===== config.mk =====
export PLATFORM = sky130hd
export DESIGN_NAME = seg7_scan_decoder
export DESIGN_NICKNAME = d
export VERILOG_FILES = /design/src/rtl/seg7_pkg.sv /design/src/rtl/seg7_pattern_decode.sv /design/src/rtl/seg7_scan_decoder.sv
export SDC_FILE = /design/constraint.sdc
export NUM_CORES = 1
export LEC_CHECK = 0
export BUFFER_PORTS_ARGS = -buffer_cell sky130_fd_sc_hd__buf_2
export CAP_MARGIN = 20
export CORE_MARGIN = 10
export CORE_UTILIZATION = 60
export CTS_CLUSTER_SIZE = 25
export DETAILED_ROUTE_END_ITERATION = 8
export PLACE_DENSITY_LB_ADDON = 0.05
export SLEW_MARGIN = 20
export SYNTH_ARGS = -nofsm -noshare
export SYNTH_HDL_FRONTEND = slang
export SYNTH_SLANG_ARGS = --single-unit
export TNS_END_PERCENT = 50

===== constraint.sdc =====
create_clock -name clk -period 6.6 [get_ports clk]
set_input_delay 0.66 -clock clk [delete_from_list [all_inputs] [get_ports clk]]
set_output_delay 0.66 -clock clk [all_outputs]
set_load 0.005 [all_outputs]

===== src/rtl/seg7_pkg.sv =====
// Shared constants and types for the 7-segment display path.
// Patterns are active-low with bit 7 (dp) held high (dp off).
package seg7_pkg;

  localparam logic [7:0] SEG7_0 = 8'hC0;
  localparam logic [7:0] SEG7_1 = 8'hF9;
  localparam logic [7:0] SEG7_2 = 8'hA4;
  localparam logic [7:0] SEG7_3 = 8'hB0;
  localparam logic [7:0] SEG7_4 = 8'h99;
  localparam logic [7:0] SEG7_5 = 8'h92;
  localparam logic [7:0] SEG7_6 = 8'h82;
  localparam logic [7:0] SEG7_7 = 8'hF8;
  localparam logic [7:0] SEG7_8 = 8'h80;
  localparam logic [7:0] SEG7_9 = 8'h90;
  localparam logic [7:0] SEG7_A = 8'h88;
  localparam logic [7:0] SEG7_B = 8'h83;
  localparam logic [7:0] SEG7_C = 8'hC6;
  // The display encoder drives D with the same pattern as 0.
  localparam logic [7:0] SEG7_D = 8'hC0;
  localparam logic [7:0] SEG7_E = 8'h86;
  localparam logic [7:0] SEG7_F = 8'h8E;

  typedef enum logic [1:0] {
    WAIT,
    SETTLE,
    HOLD
  } state_e;

endpackage


===== src/rtl/seg7_pattern_decode.sv =====
// Maps an active-low 7-segment pattern (g..a) back to its hex nibble.
// SEG7_D is not listed: its pattern is identical to SEG7_0 and decodes as 0.
module seg7_pattern_decode
  import seg7_pkg::*;
(
  input  logic [6:0] pattern,
  output logic [3:0] nibble,
  output logic       match
);

  // Table lookup; anything not in the table is flagged as a mismatch.
  always_comb begin
    nibble = 4'h0;
    match  = 1'b1;
    case (pattern)
      SEG7_0[6:0]: nibble = 4'h0;
      SEG7_1[6:0]: nibble = 4'h1;
      SEG7_2[6:0]: nibble = 4'h2;
      SEG7_3[6:0]: nibble = 4'h3;
      SEG7_4[6:0]: nibble = 4'h4;
      SEG7_5[6:0]: nibble = 4'h5;
      SEG7_6[6:0]: nibble = 4'h6;
      SEG7_7[6:0]: nibble = 4'h7;
      SEG7_8[6:0]: nibble = 4'h8;
      SEG7_9[6:0]: nibble = 4'h9;
      SEG7_A[6:0]: nibble = 4'hA;
      SEG7_B[6:0]: nibble = 4'hB;
      SEG7_C[6:0]: nibble = 4'hC;
      SEG7_E[6:0]: nibble = 4'hE;
      SEG7_F[6:0]: nibble = 4'hF;
      default:     match  = 1'b0;
    endcase
  end

endmodule


===== src/rtl/seg7_scan_decoder.sv =====
// Passive readback of the multiplexed active-low 7-segment bus: samples the
// bus, waits for each digit's drive to settle, and decodes it per digit.
module seg7_scan_decoder
  import seg7_pkg::*;
#(
  parameter int unsigned NUM_DIGITS    = 4,
  parameter int unsigned SETTLE_CYCLES = 4
) (
  input  logic                    clk,
  input  logic                    rst_n,
  input  logic [7:0]              seg_in,
  input  logic [NUM_DIGITS-1:0]   an_in,
  input  logic                    clr,
  output logic [4*NUM_DIGITS-1:0] digit_out,
  output logic [NUM_DIGITS-1:0]   digit_valid,
  output logic [NUM_DIGITS-1:0]   dp_out,
  output logic [NUM_DIGITS-1:0]   err_out,
  output logic                    frame_done
);

  localparam int unsigned     CntW   = $clog2(SETTLE_CYCLES + 1);
  localparam logic [CntW-1:0] CntMax = CntW'(SETTLE_CYCLES);
  localparam logic [CntW-1:0] CntOne = CntW'(1);

  logic [7:0]                 seg_q;
  logic [NUM_DIGITS-1:0]      an_q;
  logic                       changed_q;
  logic [CntW-1:0]            cnt_q;
  state_e                     state_q, state_d;
  logic [NUM_DIGITS-1:0][3:0] digit_q;
  logic [NUM_DIGITS-1:0]      valid_q, dp_q, err_q, mask_q, mask_d;
  logic                       frame_done_q;

  logic       pair_diff;
  logic       an_onehot;
  logic       settled;
  logic       capture;
  logic [3:0] nibble;
  logic       match;

  // Comparing the incoming pair with the current sample is the same as
  // comparing the new sample with the previous one, one register earlier.
  assign pair_diff = ({seg_in, an_in} != {seg_q, an_q});
  assign an_onehot = $onehot(~an_q);
  assign settled   = an_onehot && (cnt_q == CntMax);

  seg7_pattern_decode u_decode (
    .pattern (seg_q[6:0]),
    .nibble  (nibble),
    .match   (match)
  );

  // Sample the bus, flag changes and count how long the sample has been stable.
  always_ff @(posedge clk) begin
    if (!rst_n) begin
      seg_q     <= '1;
      an_q      <= '1;
      changed_q <= 1'b0;
      cnt_q     <= '0;
    end else begin
      seg_q     <= seg_in;
      an_q      <= an_in;
      changed_q <= pair_diff;
      if (pair_diff) begin
        cnt_q <= CntOne;
      end else if (cnt_q != CntMax) begin
        cnt_q <= cnt_q + CntOne;
      end
    end
  end

  // Capture decision and next state from the sampled pair.
  always_comb begin
    capture = 1'b0;
    state_d = state_q;
    unique case (state_q)
      WAIT: begin
        if (changed_q && an_onehot) begin
          capture = settled;
          state_d = settled ? HOLD : SETTLE;
        end
      end
      SETTLE: begin
        if (!an_onehot) begin
          state_d = WAIT;
        end else if (settled) begin
          capture = 1'b1;
          state_d = HOLD;
        end
      end
      HOLD: begin
        if (changed_q) begin
          capture = settled;
          state_d = !an_onehot ? WAIT : (settled ? HOLD : SETTLE);
        end
      end
      default: state_d = WAIT;
    endcase
  end

  // A full mask is consumed by the frame pulse in the same cycle it is reported.
  always_comb begin
    mask_d = (&mask_q) ? '0 : mask_q;
    if (capture) begin
      mask_d = mask_d | ~an_q;
    end
  end

  // FSM state, per-digit capture registers and the frame pulse.
  always_ff @(posedge clk) begin
    if (!rst_n) begin
      state_q      <= WAIT;
      digit_q      <= '0;
      valid_q      <= '0;
      dp_q         <= '0;
      err_q        <= '0;
      mask_q       <= '0;
      frame_done_q <= 1'b0;
    end else if (clr) begin
      state_q      <= WAIT;
      valid_q      <= '0;
      err_q        <= '0;
      mask_q       <= '0;
      frame_done_q <= 1'b0;
    end else begin
      state_q      <= state_d;
      mask_q       <= mask_d;
      frame_done_q <= &mask_q;
      for (int i = 0; i < int'(NUM_DIGITS); i++) begin
        if (capture && !an_q[i]) begin
          if (match) begin
            digit_q[i] <= nibble;
            valid_q[i] <= 1'b1;
            dp_q[i]    <= ~seg_q[7];
          end else begin
            valid_q[i] <= 1'b0;
            err_q[i]   <= 1'b1;
          end
        end
      end
    end
  end

  assign digit_out   = digit_q;
  assign digit_valid = valid_q;
  assign dp_out      = dp_q;
  assign err_out     = err_q;
  assign frame_done  = frame_done_q;

endmodule

* Word level (Yosys, flattened, before mapping)
Cells that the tools add are included.
** Storage, ports and cells
- Word-level logic and storage cells :: 102
- Flip-flop bits (word level) :: 51
- Input bits :: 15
** Cells by class
- Bitwise gates (word level) :: 6
- Muxes and demuxes :: 19
- Eq/ne operators :: 23
- Reduce and logical (&&, ||, !) cells :: 26
- $add $sub $neg :: 4
** Operators by type and width (number)
- $pmux 4 s14 :: 1
- $eq 7x7->1 const B :: 4
- $eq 7x5->1 const B :: 3
- $reduce_and 3->1 :: 5
- $reduce_or 15->1 :: 1
- $eq 7x2->1 const B :: 2
- $eq 7x4->1 const B :: 2
- $eq 7x6->1 const B :: 2
- $mux 2 :: 6
- $ne 12x12->1 :: 1
- $mux 1 :: 8
- $mux 4 :: 2
- $reduce_and 2->1 :: 4
- $eq 7x3->1 const B :: 1
- $logic_not 7->1 :: 1
- $logic_and 1x1->1 :: 6
- $ne 3x3->1 const B :: 2
- $pmux 2 s3 :: 1
- $add 1x1->2 :: 2
- $logic_not 1->1 :: 4
- $ne 2x2->1 const B :: 2
- $not 1->1 :: 4
- $not 4->4 :: 1
- $or 4x4->4 :: 1
- 11 further kinds :: 12

* Depth between registers and ports, before layout
Gate-level depths: netlist of run 1.
- Depth after elaboration :: 10
- Mapped depth :: 9
- Gate-level depth less buffers :: 9

* By module
From an unflattened synthesis of run 1, not the netlist that was laid out.
** Unflattened totals
- Cell total of the unflattened synthesis :: 271
- Area, all modules :: 2483.6 sq um
** Modules (own cells, without submodules)
- seg7_scan_decoder :: area an instance 2169.6 sq um, seq. area each 1021.0 sq um, cells each 222, times used 1
- seg7_pattern_decode :: area an instance 314.1 sq um, seq. area each 0.0 sq um, cells each 49, times used 1

* Worst setup path after synthesis of run 1
OpenSTA, ideal clock, no wires.
- Path type :: reg-to-reg
- Start :: register an_q[0]
- End :: register digit_q (netlist bit digit_out[1])
- Data required time :: 6.466 ns
- Slack :: 4.022 ns
- Arrival time :: 2.443 ns
- Stages on the path, launching flop included :: 10
- Library setup time :: 0.134 ns
- Clock period less this slack :: 2.578 ns
- Buffers on the path :: 0
- Path through :: dfxtp_1 > fa_1 > inv_1 > ha_1 > ha_1 > nor4b_4 > nand3_4 > nor4_2 > o21ai_4 > mux2i_1
** Between the ends
- Word-level cells in the longest chain between the ends :: 10
- Elaborated cells between the ends (all ways) :: 14
- Classes of those cells :: add/sub: 2; eq/ne: 1; mux: 5; bitwise: 1; reduce/logical: 5
** RTL lines
- start: declaration :: RTL line seg7_scan_decoder.sv:26 : logic [NUM_DIGITS-1:0] an_q;
- start signal: assignment :: RTL line seg7_scan_decoder.sv:62 : an_q <= an_in;
- $not 4->4 :: RTL line seg7_scan_decoder.sv:44 : assign an_onehot = $onehot(~an_q);
- $add 1x1->2 (implied by the code) :: RTL line seg7_scan_decoder.sv:44
- $add 2x2->3 (implied by the code) :: RTL line seg7_scan_decoder.sv:44
- $eq 3x1->1 :: RTL line seg7_scan_decoder.sv:44
- $logic_and 1x1->1 :: RTL line seg7_scan_decoder.sv:45 : assign settled = an_onehot && (cnt_q == CntMax);
- $mux 1 :: RTL line seg7_scan_decoder.sv:86 : end else if (settled) begin
- $mux 1 :: RTL line seg7_scan_decoder.sv:84 : if (!an_onehot) begin
- $pmux 1 s3 :: RTL line seg7_scan_decoder.sv:76 : unique case (state_q)
- $logic_and 1x1->1 (*) :: RTL line seg7_scan_decoder.sv:130 : if (capture && !an_q[i]) begin
- $reduce_and 3->1 (no line) (*)
- end signal: indexed assignment :: RTL line seg7_scan_decoder.sv:132 : digit_q[i] <= nibble;
- end: declaration :: RTL line seg7_scan_decoder.sv:30 : logic [NUM_DIGITS-1:0][3:0] digit_q;
Every way passes the cells marked *; elsewhere a longest branch is shown, timed or not.
A chain may end at the register's enable or synchronous reset.

* Final worst setup path of run 1
Ends and elaborated chain as after synthesis.

==> results of run 1 <==
-- layout make-up --
cell class,count,area (um^2),area share (%)
clock buffers,6,82.6,2.86
clock inverters,2,35.0,1.21
inverters,11,41.3,1.43
multi-input cells,194,1430,49.6
flip-flops and latches,51,1020,35.3
repair buffers,43,215,7.44
well taps,50,62.6,2.16
-- through the flow --
step                hold WS (ns)  power, mW
floorplan                  0.432      0.366
global placement           0.443      0.378
detailed placement         0.447      0.379
CTS                        0.459      0.601
global route               0.473      0.619
finish                     0.458      0.596
-- worst min-delay path by stage --
stage               startpoint         to  cells after the start
global route         mask_q[1]  mask_q[1]                      2
floorplan            mask_q[2]  mask_q[2]                      2
global placement     mask_q[2]  mask_q[2]                      2
CTS                  mask_q[1]  mask_q[1]                      2
finish               mask_q[1]  mask_q[1]                      2
detailed placement   mask_q[1]  mask_q[1]                      2
-- routing by layer --
layer  share of wire, %  GRT usage (%)
met1                 44           18.0
met2                 50           26.4
met3                4.2           4.07
met4                1.3           5.39
met5                  0              0
-- registers in the layout (all words and copies together) (netlist names) --
name / cells
digit_out: 16
state_q: 2
frame_done: 1
mask_q: 4
digit_valid: 4
seg_q: 8
an_q: 4
changed_q: 1
dp_out: 4
err_out: 4
cnt_q: 3
-- kinds of logic (layout without fill, tap and decap cells) --
kind of cell             after synthesis  count (layout)  share of synthesized area, %
AO/OA/AOI/OAI                         41              41                          11.3
XOR/XNOR                              13              13                          4.40
adder cells (fa/ha/maj)                9               9                          4.65
buffers and inverters                 24              62                          5.03
flip-flops                            51              51                          39.5
multiplexers                          19              19                          7.41
AND/OR/NAND/NOR                      112             112                          27.7
-- critical path, cell delays in order, from the launching register on --
cell	delay, ns
dfxtp_1	0.37
fa_1	0.54
inv_1	0.04
ha_1	0.17
ha_1	0.32
nor4b_4	0.35
nand3_4	0.16
nor4_2	0.38
o21ai_4	0.16
mux2i_1	0.16
-- power by group through the flow --
stage                     sequential, mW  combinational [mW]  clock, mW
after global placement             0.330              0.0482          0
after detailed placement           0.330              0.0492          0
after floorplan                    0.323              0.0432          0
after global routing               0.324              0.0555      0.239
after CTS                          0.323              0.0498      0.229
final                              0.323              0.0496      0.224
-- placed cells by master, fill, tap and decap left out, types with 5 or more instances in the layout --
master | netlist | final
nand2_1 | 28 | 28
dfxtp_1 | 51 | 51
inv_1 | 10 | 10
a21oi_1 | 12 | 12
nor3b_1 | 5 | 5
nand2b_1 | 15 | 15
nor2_1 | 12 | 12
ha_1 | 8 | 8
clkbuf_8 | 0 | 6
xor2_1 | 12 | 12
mux2i_1 | 18 | 18
buf_2 | 2 | 43
nor2b_1 | 6 | 6
nor3_2 | 8 | 8
o21ai_0 | 7 | 7
nor3_1 | 6 | 6
==> impl_results.md, run 1 <==
* Status: complete, no violations
* # DRC at 0
* Post-layout util at 70.8%
* CTS sink cnt at 51
* Most frequent cell after synthesis: dfxtp_1
* Layout Nets at 330
* Psw at roughly 0.14 mW
* Synth Flop Type: dfxtp_1
* Synth-to-Final Area Change at 11.9%
* FILL cells at 345
* Maxcap violations at 0
* Die area at around 7300 um^2
* Initial Util at 63.3%
* CP Class: flip-flop to flip-flop
* CTS Hold Bufs at 0
* CORE AREA at approximately 4000 um^2
* Start point of the critical path: an_q[0]
* TritonRoute pass-1 iters at 4
* Starting DRT DRC Count at 74
* Synth Register Bits at between 50 and 60
* Diode count at 0
* TritonCTS Buffers at 5
* Slew headroom at 51.9%
* Post-cts sizing count at 0
* CTS Root Cell: clkbuf_8
* Mapped Area at roughly 2600 um^2
* Pins Over Slew Limit at 0
* Startpoint types: flip-flop
* DP HPWL at 4200 um
* Number of synthesized flops with an enable pin at 0
* Int Power at approximately 0.46 mW
* DP Area at 2770 um^2
* Sw Share at 23.4%
* Max VDD drop at about 130 uV
* Syn Nets at between 200 and 300
* End of the worst register-to-register path: digit_out[1]
* Clock skew after layout at about 0.0072 ns
* Sequential share of power at between 50% and 60%
* Vias at 1996
* Via density at 5.59
* Arr. time, crit path at about 2.9 ns
* Worst r2r path cells at 9
* Die X at approximately 86 um
* # H-tree levels at 2
* Measured slew at the worst slew-check pin at just over 0.7 ns
* Post-route cell area at between 2000 and 3000 um^2
* First-pass GRT wire length at approximately 9400 um
* Path type of the worst min-delay path: flip-flop to flip-flop
* Die Y at between 80 and 90 um
* Post-synth top cells: dfxtp_1, nand2_1, mux2i_1, nand2b_1
* Critical Path End: digit_out[1]
* CTS tree: done
* Sequential share of the synthesized area at between 30% and 40%
* PwrDens at 206 nW/um^2
* Hold Violations, Final at 0
* Setup Buffers After CTS at 0
* Rows at 23
* Crit path required time at about 6.8 ns
* Syn avg cell area at a little under 10 um^2
* Port bufs at 43
* Final non-filler cell total at roughly 360
* Clk pwr share at between 30% and 40%
* Final WS setup at 3.83 ns
* Combinational power share at under 10%
* Io pins at 44
* Drt wl/cell at roughly 15 um
* Post-synth top area share at approximately two fifths
* GP Congestion at 0.874
* Final setup vio count at 0
* Final WL at approximately 5500 um
* Clk_lat worst skew at slightly above 0.3 ns
* Dpl cells at 349
* Reg2reg start: an_q[0]
* Setup TNS at 0 ns
* Reg2Reg Setup Slack at 3.83 ns
* Yosys warns at 0
* Critical path endpoint category: flip-flop
* Gr usage total at between 10% and 20%
* Synth cell types at 52
* Tcrit/Tclk final at 42.0%
* Fmax at between 300 and 400 MHz
* Area leader, netlist: dfxtp_1
* Clock Path Buffers at 2
* Reg clk slew, reported paths at ~0.090 ns
* Post-synthesis cell count at ~270
* Crit path max fanout at 8
* Vias in the first global route at ~1900
* Largest net degree at the start of global routing at 35
* Overflow after GRT at 0
* Ranking of synthesized cells by area: dfxtp_1, mux2i_1, nand2_1
* Fraction of layout cells with a size suffix above 1 at 25.7%
* Antenna violations before repair at 0
* Dpl ws at 3.81 ns
* Leak at 1.31 nW
* Share of synthesized registers carrying an async set or reset at 0%
* Antenna violation net count after detailed routing at 0
* Min cycle time layout at between 2 and 3 ns
* Unrepaired setup endpoints after global routing: false
Power figures use the tool's default switching activity.
==> run 2, diff against run 1 <==
CORE_UTILIZATION = 56   (was 60)
clock period = 2.8 ns   (was 6.6 ns; I/O delays follow)
==> run 2 against run 1 <==
Effect of this change: die area up 5.5%; largest cell class unchanged; sequential share of layout area decreased by 0.94 points; clock power rose by 130%; sequential cell count stayed put; fmax grew 4.9%; combinational power rose to 2.6 times the previous value; global-route usage down 1.0 points; sequential power up 130%; cell count is 2.2% higher.
==> impl_results.md, run 2 (synthesis gave the netlist of run 1 again) <==
* Antenna violation net count after detailed routing at 0
* Port bufs at between 40 and 50
* Grt met2 use at around a quarter
* DP Area at 2830 um^2
* Crit path max fanout at 8
* GP Congestion at between 0.8 and 0.9
* Dpl cells at 358
* FILL cells at about 370
* Status: complete, no violations
* Via density at 5.42
* Tot Pwr at between 1 and 1.5 mW
* Path type of the worst min-delay path: input port to flip-flop
* Startpoint types: flip-flop
* Drt wl/cell at between 10 and 15 um
* End of the worst register-to-register path: digit_out[14]
* TritonRoute pass-1 iters at 4
* DP HPWL at roughly 4000 um
* Final WL at between 5000 and 6000 um
* Worst r2r path cells at 9
* CTS Hold Bufs at 0
* Hold_ws at between 0.15 and 0.2 ns
* Final setup vio count at 0
* Die Y at 87.9 um
* Overflow after GRT at 0
* Maxcap violations at 0
* Vias in the first global route at between 1500 and 2000
* Tcrit/Tclk final at 94.3%
* Io pins at between 40 and 50
* Reg2Reg Setup Slack at 0.16 ns
* Synth-to-Final Area Change at 15.2%
* Diode count at 0
* Critical path endpoint category: flip-flop
* CORE AREA at between 4000 and 5000 um^2
* Arr. time, crit path at 2.83 ns
* Fraction of layout cells with a size suffix above 1 at ~28%
* Initial Util at approximately three fifths
* Final non-filler cell total at 365
* Clock skew after layout at about 0.0064 ns
* Commonest non-fill, non-tap cell in the layout: dfxtp_1
* Reg2reg start: an_q[0]
* Starting DRT DRC Count at 84
* CTS tree: done
* Fmax at around 380 MHz
* Largest register FFs at 16
* Register area at between 1000 and 1500 um^2
* Worst Hold Depth at 2
* Die X at 87.9 um
* Multi-input logic area at 1470 um^2
* CP Class: flip-flop to flip-flop
* TritonCTS Buffers at 5
* Gr usage total at roughly 14%
* CTS sink cnt at between 50 and 60
* Hold Violations, Final at 0
* Layout Nets at about 340
* Slew headroom at about two fifths
* Post-cts sizing count at 0
* Pins Over Slew Limit at 0
* Rows at 24
* GRT met1 Usage at approximately 17%
* Clk_lat worst skew at 0.31 ns
* Largest net degree at the start of global routing at 28
* Setup Buffers After CTS at 0
* Hold_sp: an_in[3]
* GRT busiest layer: met2
* Antenna violations before repair at 0
* Start point of the critical path: an_q[0]
* Leak at between 1 and 1.5 nW
* Max VDD drop at 308 uV
* Most frequent cells in the layout: dfxtp_1, buf_2, nand2_1
* Vias at 1978
* Min cycle time layout at 2.64 ns
* # H-tree levels at 2
* Measured slew at the worst slew-check pin at around 0.90 ns
* Clock Path Buffers at 2
* Crit path required time at a little under 3 ns
* CTS Root Cell: clkbuf_8
* Post-route cell area at between 2000 and 3000 um^2
* First-pass GRT wire length at roughly 9000 um
* Met3 usage in global routing at 4.36%
* PwrDens at 471 nW/um^2
* Hold Path End: an_q[3]
* # DRC at 0
* Reg clk slew, reported paths at 0.09 ns
* Die area at approximately 7700 um^2
## run 2: worst max path at each step
| stage | endpoint | slack, ns | cells past startpoint |
|---|---|---|---|
| final | digit_out[14] | 0.16 | 9 |
| after global routing | dp_out[3] | -0.006 | 9 |
| after CTS | digit_out[9] | 0.10 | 9 |
| after detailed placement | digit_out[13] | 0.13 | 9 |
| after global placement | digit_out[14] | 0.16 | 9 |
| after floorplan | digit_out[1] | 0.22 | 9 |
## run 2: layout make-up
cell class / count / share of cell area [%]
multi-input combinational: 194 / 49.5
sequential: 51 / 34.4
timing repair buffer: 50 / 8.99
clock buffer: 5 / 2.31
tap: 52 / 2.18
inverter: 11 / 1.39
clock inverter: 2 / 1.26
## run 2: worst max-delay path, cell delays in order, from the launching register on
cell,delay (ns)
dfxtp_2,0.34
fa_1,0.52
inv_1,0.04
ha_2,0.17
ha_4,0.22
nor4b_4,0.32
nand3_4,0.19
nor4_4,0.42
o21ai_4,0.15
mux2i_1,0.14
## run 2: per-stage QoR
step | utilization (%) | setup slack (ns) | setup TNS (ns)
2_1_floorplan | - | 0.222 | 0
3_3_place_gp | 64.1 | 0.162 | 0
3_5_place_dp | 64.1 | 0.133 | 0
4_1_cts | 66.5 | 0.103 | 0
5_1_grt | 67.5 | -0.00607 | -0.00945
6_report | 67.5 | 0.159 | 0
## run 2: power by group
part / internal, mW / switching [mW]
combinational: 0.0608 / 0.0704
clock: 0.262 / 0.252
sequential: 0.737 / 0.0222
## run 2: routing by layer
layer / up-vias / wire (um)
li1: 1023 / -
met1: 919 / 2340
met2: 32 / 2740
met3: 4 / 222
met4: 0 / 43
met5: - / 0
==> run 3, diff against run 2 <==
CORE_UTILIZATION = 28   (was 56)
==> run 3 against run 2 <==
Effect of this change: clock skew is 0.0097 ns higher; setup slack worse by 0.0057 ns; sequential share of layout area is 1.0 points lower; wire length is 20% higher; largest cell class unchanged.
==> impl_results.md, run 3 (synthesis gave the netlist of run 1 again) <==
* Status: complete, no violations
* Measured slew at the worst slew-check pin at just over 1 ns
* Port bufs at 43
* CTS tree: done
* TritonCTS Buffers at 5
* Post-route cell area at 3060 um^2
* Die area at around 13000 um^2
* Startpoint types: flip-flop
* Antenna violations before repair at 0
* Worst Hold Depth at 2
* # DRC at 0
* Min cycle time layout at roughly 2.6 ns
* Reg2Reg Setup Slack at 0.15 ns
* Die Y at between 100 and 150 um
* DP Area at 2910 um^2
* Max VDD drop at just under 200 uV
* Hold Path End: seg_q[5]
* Pins Over Slew Limit at 0
* Worst r2r path cells at 9
* Dpl cells at roughly 420
* Path type of the worst min-delay path: input port to flip-flop
* CTS Hold Bufs at 0
* CORE AREA at approximately 9000 um^2
* Most frequent cells in the layout: dfxtp_1, buf_2, nand2_1
* CP Class: flip-flop to flip-flop
* Fmax at roughly 380 MHz
* Commonest non-fill, non-tap cell in the layout: dfxtp_1
* Largest register FFs at 16
* Fraction of layout cells with a size suffix above 1 at 28.5%
* Critical-path cell list: fa_1 -> inv_1 -> ha_1 -> ha_1 -> nor4b_4 -> nand3_4 -> or3_1 -> nor3_2 -> nor3_2
* End of the worst register-to-register path: digit_valid[2]
* TritonRoute pass-1 iters at 4
* Drt wl/cell at 15.0 um
* Vias in the first global route at 2017
* Unrepaired setup endpoints after global routing: true
* # H-tree levels at 2
* Leak at 1.35 nW
* Slew headroom at a little under a third
* Final non-filler cell total at approximately 430
* Clock Path Buffers at 2
* Final WL at roughly 6400 um
* Setup TNS at 0 ns
* Crit path required time at about 3 ns
* Arr. time, crit path at 2.83 ns
* PwrDens at about 470 nW/um^2
* Antenna violation net count after detailed routing at 0
* Hold_sp: seg_in[5]
* CTS Root Cell: clkbuf_8
* Vias at about 2000
* Die X at 116 um
* GP Congestion at slightly below 0.8
* Critical path endpoint category: flip-flop
* CTS sink cnt at 51
* Gr usage total at under 10%
* Hold Violations, Final at 0
* Largest net degree at the start of global routing at 26
* Tot Pwr at around 1.4 mW
* Via density at 4.72
* Rows at 35
* Tcrit/Tclk final at between 90% and 100%
* Synth-to-Final Area Change at 18.5%
* Crit path max fanout at 8
* FILL cells at approximately 960
* Final setup vio count at 0
* Initial Util at between 20% and 30%
* Overflow after GRT at 0
* First-pass GRT wire length at ~11000 um
* Starting DRT DRC Count at 74
* Layout Nets at around 340
* Reg clk slew, reported paths at 0.11 ns
* Critical path's slowest cell: fa_1
* Maxcap violations at 0
* Crit-path max cell delay at between 0.5 and 0.6 ns
* DP HPWL at ~4800 um
* Io pins at 44
* Clock skew after layout at approximately 0.016 ns
* Reg2reg start: an_q[0]
* Diode count at 0
* Clk_lat worst skew at ~0.31 ns
[run 3: final cells by class]
| type | instances | area (um^2) | share of cell area, % |
|---|---|---|---|
| Multi-Input combinational cell | 194 | 1470 | 47.9 |
| Sequential cell | 51 | 1020 | 33.3 |
| Timing Repair Buffer | 52 | 283 | 9.23 |
| Tap cell | 111 | 139 | 4.53 |
| Clock buffer | 5 | 68.8 | 2.25 |
| Clock inverter | 3 | 43.8 | 1.43 |
| Inverter | 11 | 41.3 | 1.35 |
[run 3: worst max-delay path, delay by kind of cell, from the launching register on]
family	cells	cell delay (ns)
adder cells (fa/ha/maj)	3	1.02
buffers and inverters	1	0.04
flip-flops	1	0.33
AND/OR/NAND/NOR	5	1.14
[run 3: power breakdown]
| part | total, mW | switching, mW | internal (mW) |
|---|---|---|---|
| combinational | 0.133 | 0.0742 | 0.0590 |
| sequential | 0.760 | 0.0232 | 0.737 |
| clock | 0.532 | 0.265 | 0.267 |
[run 3: worst max-delay path by stage]
stage | startpoint | endpoint | slack [ns] | cells past startpoint
5_1_grt | an_q[0] | digit_out[2] | -0.006 | 10
4_1_cts | an_q[0] | digit_out[13] | 0.08 | 9
3_5_place_dp | an_q[0] | digit_out[13] | 0.08 | 9
3_3_place_gp | an_q[0] | digit_out[13] | 0.07 | 9
2_1_floorplan | an_q[0] | digit_out[1] | 0.22 | 9
6_report | an_q[0] | digit_valid[2] | 0.15 | 9
[run 3: per-stage QoR]
stage	hold slack (ns)	setup slack [ns]	util (%)
floorplan	0.381	0.222	-
global placement	0.445	0.0712	32.0
detailed placement	0.449	0.0756	32.0
CTS	0.164	0.0814	33.2
global route	0.167	-0.00627	33.6
finish	0.174	0.153	33.6
[run 3: repair_timing]
action                     in CTS  in global routing
hold endpoints to repair        0                  0
setup endpoints to repair       0                 21
resized for setup               0                  5
setup buffers                   0                  1
[run 3: routing by layer]
layer  up-vias  global-route usage [%]  share of wire, %
met5         -                       0                 0
met4         0                    2.50              0.59
met3         2                    2.43               3.8
met2        43                    16.4                49
met1       942                    12.8                47
li1       1028                       -                 -
